$ cat src/rtl/mux4_arb_pkg.sv
// mux4_arb_pkg: shared constants, FSM states and pointer helper for the 4-way round-robin arbiter
package mux4_arb_pkg;
   localparam int NUM_REQ = 4;
   localparam int SEL_W = 2;
   typedef enum logic {IDLE, OWN} state_t;
   function automatic logic [SEL_W-1:0] rr_next(input logic [SEL_W-1:0] p);
      return p + SEL_W'(1);
   endfunction
endpackage

$ cat src/rtl/rr_pick4.sv
// rr_pick4: first active request found scanning ptr, ptr+1, ... modulo 4
module rr_pick4
   import mux4_arb_pkg::*;
(
   input  logic [NUM_REQ-1:0] req,
   input  logic [SEL_W-1:0]   ptr,
   output logic [SEL_W-1:0]   gnt_idx,
   output logic               any
);
   // walk offsets from farthest to nearest so the request closest to ptr is the one left standing
   always_comb begin
      gnt_idx = ptr;
      any = |req;
      for (int i = NUM_REQ - 1; i >= 0; i--)
         if (req[ptr + SEL_W'(i)]) gnt_idx = ptr + SEL_W'(i);
   end
endmodule

$ cat src/rtl/mux4_rr_arbiter.sv
// mux4_rr_arbiter: round-robin, burst-limited 4:1 data mux feeding a registered valid/ready output stage
module mux4_rr_arbiter
   import mux4_arb_pkg::*;
#(
   parameter int WIDTH = 16,
   parameter int MAX_BURST = 2
)(
   input  logic               i_clk,
   input  logic               i_rst_n,
   input  logic [NUM_REQ-1:0] i_req,
   input  logic [WIDTH-1:0]   i_data_0,
   input  logic [WIDTH-1:0]   i_data_1,
   input  logic [WIDTH-1:0]   i_data_2,
   input  logic [WIDTH-1:0]   i_data_3,
   output logic [NUM_REQ-1:0] o_ack,
   output logic [WIDTH-1:0]   o_data,
   output logic               o_valid,
   output logic [SEL_W-1:0]   o_sel,
   input  logic               i_ready
);
   localparam int CW = $clog2(MAX_BURST + 1);
   localparam logic [CW-1:0] CMAX = CW'(MAX_BURST);
   state_t state;
   logic [SEL_W-1:0] owner, ptr, pick_idx, win_idx;
   logic [CW-1:0] cnt, cnt_inc;
   logic [WIDTH-1:0] win_data;
   logic load_ok, own_go, pick_any, xfer;
   rr_pick4 u_pick (
      .req(i_req),
      .ptr(ptr),
      .gnt_idx(pick_idx),
      .any(pick_any)
   );
   // winner: the owner keeps the channel while it requests and has burst budget, else round-robin scan
   always_comb begin
      load_ok = !o_valid || i_ready;
      own_go = state == OWN && i_req[owner] && cnt < CMAX;
      win_idx = own_go ? owner : pick_idx;
      xfer = i_rst_n && load_ok && (own_go || pick_any);
      o_ack = xfer ? NUM_REQ'(1) << win_idx : '0;
      win_data = win_idx == 2'd0 ? i_data_0 :
                 win_idx == 2'd1 ? i_data_1 :
                 win_idx == 2'd2 ? i_data_2 : i_data_3;
      cnt_inc = cnt + CW'(1);
   end
   // output register plus ownership FSM; everything freezes while the held word is stalled
   always_ff @(posedge i_clk) begin
      if (!i_rst_n) begin
         o_valid <= 1'b0;
         o_data <= '0;
         o_sel <= '0;
         ptr <= '0;
         owner <= '0;
         cnt <= '0;
         state <= IDLE;
      end else if (xfer) begin
         o_valid <= 1'b1;
         o_data <= win_data;
         o_sel <= win_idx;
         if (own_go) begin
            cnt <= cnt_inc;
            state <= cnt_inc == CMAX ? IDLE : OWN;
         end else begin
            owner <= win_idx;
            ptr <= rr_next(win_idx);
            cnt <= CW'(1);
            state <= MAX_BURST == 1 ? IDLE : OWN;
         end
      end else if (load_ok) begin
         o_valid <= 1'b0;
         if (state == OWN && !i_req[owner]) state <= IDLE;
      end
   end
endmodule

$ cat config.mk
export PLATFORM = sky130hd
export DESIGN_NAME = mux4_rr_arbiter
export DESIGN_NICKNAME = d
export VERILOG_FILES = /design/src/rtl/mux4_arb_pkg.sv /design/src/rtl/rr_pick4.sv /design/src/rtl/mux4_rr_arbiter.sv
export SDC_FILE = /design/constraint.sdc
export NUM_CORES = 1
export LEC_CHECK = 0
export CAP_MARGIN = 20
export CORE_MARGIN = 8
export CORE_UTILIZATION = 35
export CTS_CLUSTER_SIZE = 16
export DETAILED_ROUTE_END_ITERATION = 6
export GPL_TIMING_DRIVEN = 1
export PLACE_DENSITY = 0.72
export SLEW_MARGIN = 20
export SYNTH_ARGS = -nofsm -noshare
export SYNTH_HDL_FRONTEND = slang
export SYNTH_SLANG_ARGS = --single-unit
$ cat constraint.sdc
create_clock -name i_clk -period 5.3 [get_ports i_clk]
set_input_delay 1.325 -clock i_clk [delete_from_list [all_inputs] [get_ports i_clk]]
set_output_delay 1.325 -clock i_clk [all_outputs]
set_load 0.03 [all_outputs]
==> reports/results.txt, run 1 <==
Run status - finished clean
Antenna violations before repair - 0
Post-synthesis mux area share - 20.51%
TNS Setup - 0 ps
Slew Limit Fails - 0
Syn-to-layout area delta - 60.33%
Worst vdd ir - 167.1 uV
Port Buf Inserts - 93
GRT Overall Usage - 14.57%
Die height - 85.11 um
Post-CTS setup buffer count - 0
Crit path max fanout - 7
Max_slew headroom - 64.52%
Clk buf depth - 2
Count leader, synth - o21ai_0
Fin crit period - 4866 ps
Post-Synth XOR/XNOR Area - 0%
Final critical-path share of the clock period - 91.81%
Post-route DRC - 0
Hold crit path type - register to register
Synth Area in Adders - 3.743%
DIE AREA - 7244 sq um
Cells after synthesis - 200
# hold bufs at CTS - 0
Synth top area share - 31.14%
Crit path DAT - 3540 ps
Maxcap violations - 0
Commonest cells post-synth - o21ai_0, mux2i_1, dfxtp_1
#FFs+latches synth - 26
Async SR Flop Fraction - 0%
Die Width - 85.11 um
Final GP Congestion - 0.7922
First-pass GRT wire length - 8645 um
Final setup viols - 0
Post-Route WL - 5173 um
Fin Hold WS - 460.4 ps
Mapped cell area - 1672 sq um
Vias in the first global route - 1765
Synth cell types - 35
Critical Path Start Type - input pin
Compound-gate portion of the synthesized area - 26.87%
Reg2Reg Setup Slack - 2610 ps
Leakage - 1.068 nW
Max Clk Rate - 205.5 MHz
Largest area contributor in the netlist - dfxtp_1
Routed via count - 1743
CTS tree - done
DR vias/cell - 5.111
Crit. End Element - output pin
Worst-Skew Late Latency - 270 ps
Num ports - 94
CTS H-tree lvls - 1
Cts repair resizes - 0
Kind of critical path - input pin to output pin
Hold Fails Final Rpt - 0
EDFF count, synth - 0
FP Rows - 25
WP data required - 3970 ps
Seq/Total Area, Yosys - 31.14%
Drt pass-1 iters - 4
DRT iter0 DRCs - 55
Worst-path clk slew - 80 ps
Post-Synthesis Net Count - 276
Syn_area_per_cell - 8.358 sq um
Largest net degree at the start of global routing - 33
Clock skew - 3.951 ps
CTS buffer count - 3
Top cells by area, synth - dfxtp_1, mux2i_1, o21ai_0
Initial Util - 35.87%
DP HPWL - 4172 um
YS warnings - 0
Clk sinks - 26
Share of cells above drive strength 1 - 8.362%
Most used DFF post-synth - dfxtp_1
Final antenna-violating net count - 0
Fraction of the mapped netlist area in simple logic gates - 13.10%
CORE AREA - 4661 sq um
Layout Nets - 365
Largest family of logic cells by synthesized area - compound AO/OA/AOI/OAI gates
Root buffer cell - clkbuf_8
Avg WL per Cell - 15.17 um
Pwr Density - 294.8 nW/um^2
Unrepaired setup endpoints after global routing - false
Global route total overflow - 0
Worst Tran Pin Value - 527.9 ps
N_diodes - 0
-- power breakdown --
part,total (W),switching (W),internal [W]
registers,0.000249,0.0000199,0.000229
clock network,0.000109,0.0000580,0.0000509
logic,0.000432,0.000226,0.000207
total,0.000790,0.000304,0.000487
-- per-layer routing --
layer / part of all wire [%] / global-route usage [%] / vias to the layer above / wire length [um]
met5: 0 / 0 / - / 0
li1: - / - / 910 / -
met4: 0.43 / 1.942 / 0 / 22
met2: 51 / 26.56 / 48 / 2646
met1: 41 / 15.88 / 783 / 2134
met3: 7.1 / 5.405 / 2 / 369
-- cell usage in the layout (no fill, tap or decap), types with 2 or more instances in the layout --
cell type	netlist	final
o21bai_1	2	2
nor2b_1	3	3
and3_1	6	6
dfxtp_1	26	26
and2b_2	2	2
nand2_1	19	19
nor2_1	5	5
clkbuf_8	0	3
o21ai_0	38	38
ha_1	5	5
clkdlybuf4s50_1	0	89
inv_1	5	5
mux2i_1	32	32
a41o_1	2	2
buf_4	1	9
a21oi_1	22	22
-- stage by stage --
step	setup WS, ps	utilization, %	cells	area, sq um	power (W)
after global placement	497.4	56.62	338	2639	0.0006868
after global routing	267.6	57.50	341	2680	0.0008518
after detailed placement	458.4	56.62	338	2639	0.0006908
final	434.2	57.50	341	2680	0.0007902
after CTS	437.5	57.50	341	2680	0.0008036
after floorplan	506.8	-	200	1672	0.0005284
-- state kept, by name (all words and copies together) (netlist names) --
register  flops
cnt           2
o_data       16
o_sel         2
o_valid       1
owner         2
ptr           2
state         1
-- worst max-delay path: stages --
cell             delay (ps)
clkdlybuf4s50_1         530
mux4_2                  600
and3_1                  210
a41oi_2                 240
inv_1                   110
ha_1                    210
and3_1                  140
buf_4                   160
-- worst paths after layout --
kind                               from                endpoint  cells after the start
setup / recovery               i_req[1]                o_ack[1]                      8
hold / removal      cnt[0]$_SDFFE_PN0N_     cnt[0]$_SDFFE_PN0N_                      1
setup reg to reg  owner[1]$_SDFFE_PN0P_  o_data[6]$_SDFFE_PN0N_                     10
hold reg to reg     cnt[0]$_SDFFE_PN0N_     cnt[0]$_SDFFE_PN0N_                      1
-- kinds of logic after synthesis --
logic type               Yosys count
AO/OA/AOI/OAI                     75
multiplexers                      33
AND/OR/NAND/NOR                   42
flip-flops                        26
adder cells (fa/ha/maj)            5
buffers and inverters             19
-- layout make-up --
class	count	area (sq um)
timing repair buffer	98	958.4
fill	444	1981
multi-input combinational	155	1074
inverter	5	18.77
sequential	26	520.5
tap	54	67.56
clock buffer	3	41.29
Note: power is estimated with default switching activity, not from simulation.
==> run 2: changes to the inputs <==
- SKIP_CTS_REPAIR_TIMING: unset -> 1
- clock period: 5.3 -> 5.2 ns (I/O delays scaled with it)
==> reports/results.txt, run 2 (synthesized netlist as in run 1, its figures left out) <==
Leakage - 1.080 nW
DRT iter0 DRCs - 76
Final critical-path share of the clock period - 93.73%
Avg WL per Cell - 15.28 um
TNS Setup - 0 ps
Initial Util - 35.87%
Final antenna-violating net count - 0
Critical Path Start Type - input pin
Largest net degree at the start of global routing - 33
Inst Count DP - 339
Worst-Skew Late Latency - 270 ps
Fin crit period - 4874 ps
Share of cells above drive strength 1 - 8.997%
Run status - finished clean
Kind of critical path - input pin to output pin
GRT Overall Usage - 14.52%
Pre-CTS WS - 376.3 ps
Antenna violations before repair - 0
DIE AREA - 7244 sq um
Num ports - 94
Clock skew - 3.339 ps
Slew Limit Fails - 0
Crit path max fanout - 7
FF-to-FF Start - owner[1]$_SDFFE_PN0P_
Fill cells - 421
N_diodes - 0
Worst Hold Launch - cnt[0]$_SDFFE_PN0N_
Clk sinks - 26
DP HPWL - 4155 um
Crit. End Element - output pin
Max Clk Rate - 205.2 MHz
Fin Hold WS - 462.9 ps
Max_slew headroom - 61.61%
Worst-path clk slew - 80 ps
Routed via count - 1757
Port Buf Inserts - 93
First-pass GRT wire length - 8638 um
Setup WS post-layout - 325.9 ps
Post-route DRC - 0
Final setup viols - 0
Clk buf depth - 2
Commonest non-fill, non-tap cells in the layout - clkdlybuf4s50_1, o21ai_0, mux2i_1
CTS tree - done
Most common cell after layout, fill and taps aside - clkdlybuf4s50_1
Maxcap violations - 0
Final GP Congestion - 0.8071
Syn-to-layout area delta - 61.60%
Die Width - 85.11 um
Vias in the first global route - 1776
Root buffer cell - clkbuf_8
Power, Total - 0.0008269 W
Global route total overflow - 0
FP Rows - 25
Pwr Density - 306.1 nW/um^2
Die height - 85.11 um
R2R cell count - 10
DR vias/cell - 5.122
Hold Fails Final Rpt - 0
Crit path DAT - 3570 ps
Unrepaired setup endpoints after global routing - false
Worst vdd ir - 191.7 uV
CTS buffer count - 3
Layout Nets - 366
Worst reg2reg path endpoint - o_data[6]$_SDFFE_PN0N_
Max reg flops - 16
Post-Route WL - 5241 um
Fin cells - 343
Drt pass-1 iters - 4
Worst Tran Pin Value - 575.2 ps
Reg2Reg Setup Slack - 2500 ps
CORE AREA - 4661 sq um
Hold crit path type - register to register
WP data required - 3900 ps
Worst hold path stage count - 1
WHS Endpoint - cnt[0]$_SDFFE_PN0N_
Largest register by flop count - o_data
CTS H-tree lvls - 1
[run 2: final cells by class]
class	instances	area, sq um	area share (%)
Inverter	5	18.77	0.6948
Sequential cell	26	520.5	19.27
Timing Repair Buffer	99	965.9	35.76
Tap cell	54	67.56	2.501
Clock buffer	4	55.05	2.038
Multi-Input combinational cell	155	1074	39.74
[run 2: report_power, final]
part,internal (W),leakage [nW],switching (W)
registers,0.000234,0.216,0.0000201
clock network,0.0000676,0.0288,0.0000607
logic,0.000212,0.835,0.000233
total,0.000513,1.08,0.000314
[run 2: how the worst max path moves through the flow]
stage	endpoint	slack, ps	depth (start not counted)	start
floorplan	o_ack[0]	460	7	i_req[3]
global placement	o_ack[3]	450	8	i_req[1]
detailed placement	o_ack[3]	380	8	i_req[1]
CTS	o_ack[3]	360	8	i_req[1]
global route	o_ack[1]	230	8	i_req[1]
finish	o_ack[3]	330	8	i_req[1]
[run 2: worst max-delay path, cell delays in order]
cell and delay [ps]:
clkdlybuf4s50_1 530, mux4_2 600, and3_1 210, a41oi_2 280, inv_1 120, ha_1 200, and3_1 160, buf_4 160
[run 2: stage by stage]
step	utilization (%)	area, sq um
after floorplan	-	1672
after global placement	56.78	2646
after detailed placement	56.78	2646
after CTS	57.96	2701
after global routing	57.96	2701
final	57.96	2701
[run 2: metal layers]
layer	global-route usage (%)	up-vias	wire length (um)
li1	-	909	-
met1	16.04	799	2234
met2	25.64	45	2605
met3	5.695	4	351
met4	2.751	0	50
met5	0	-	0
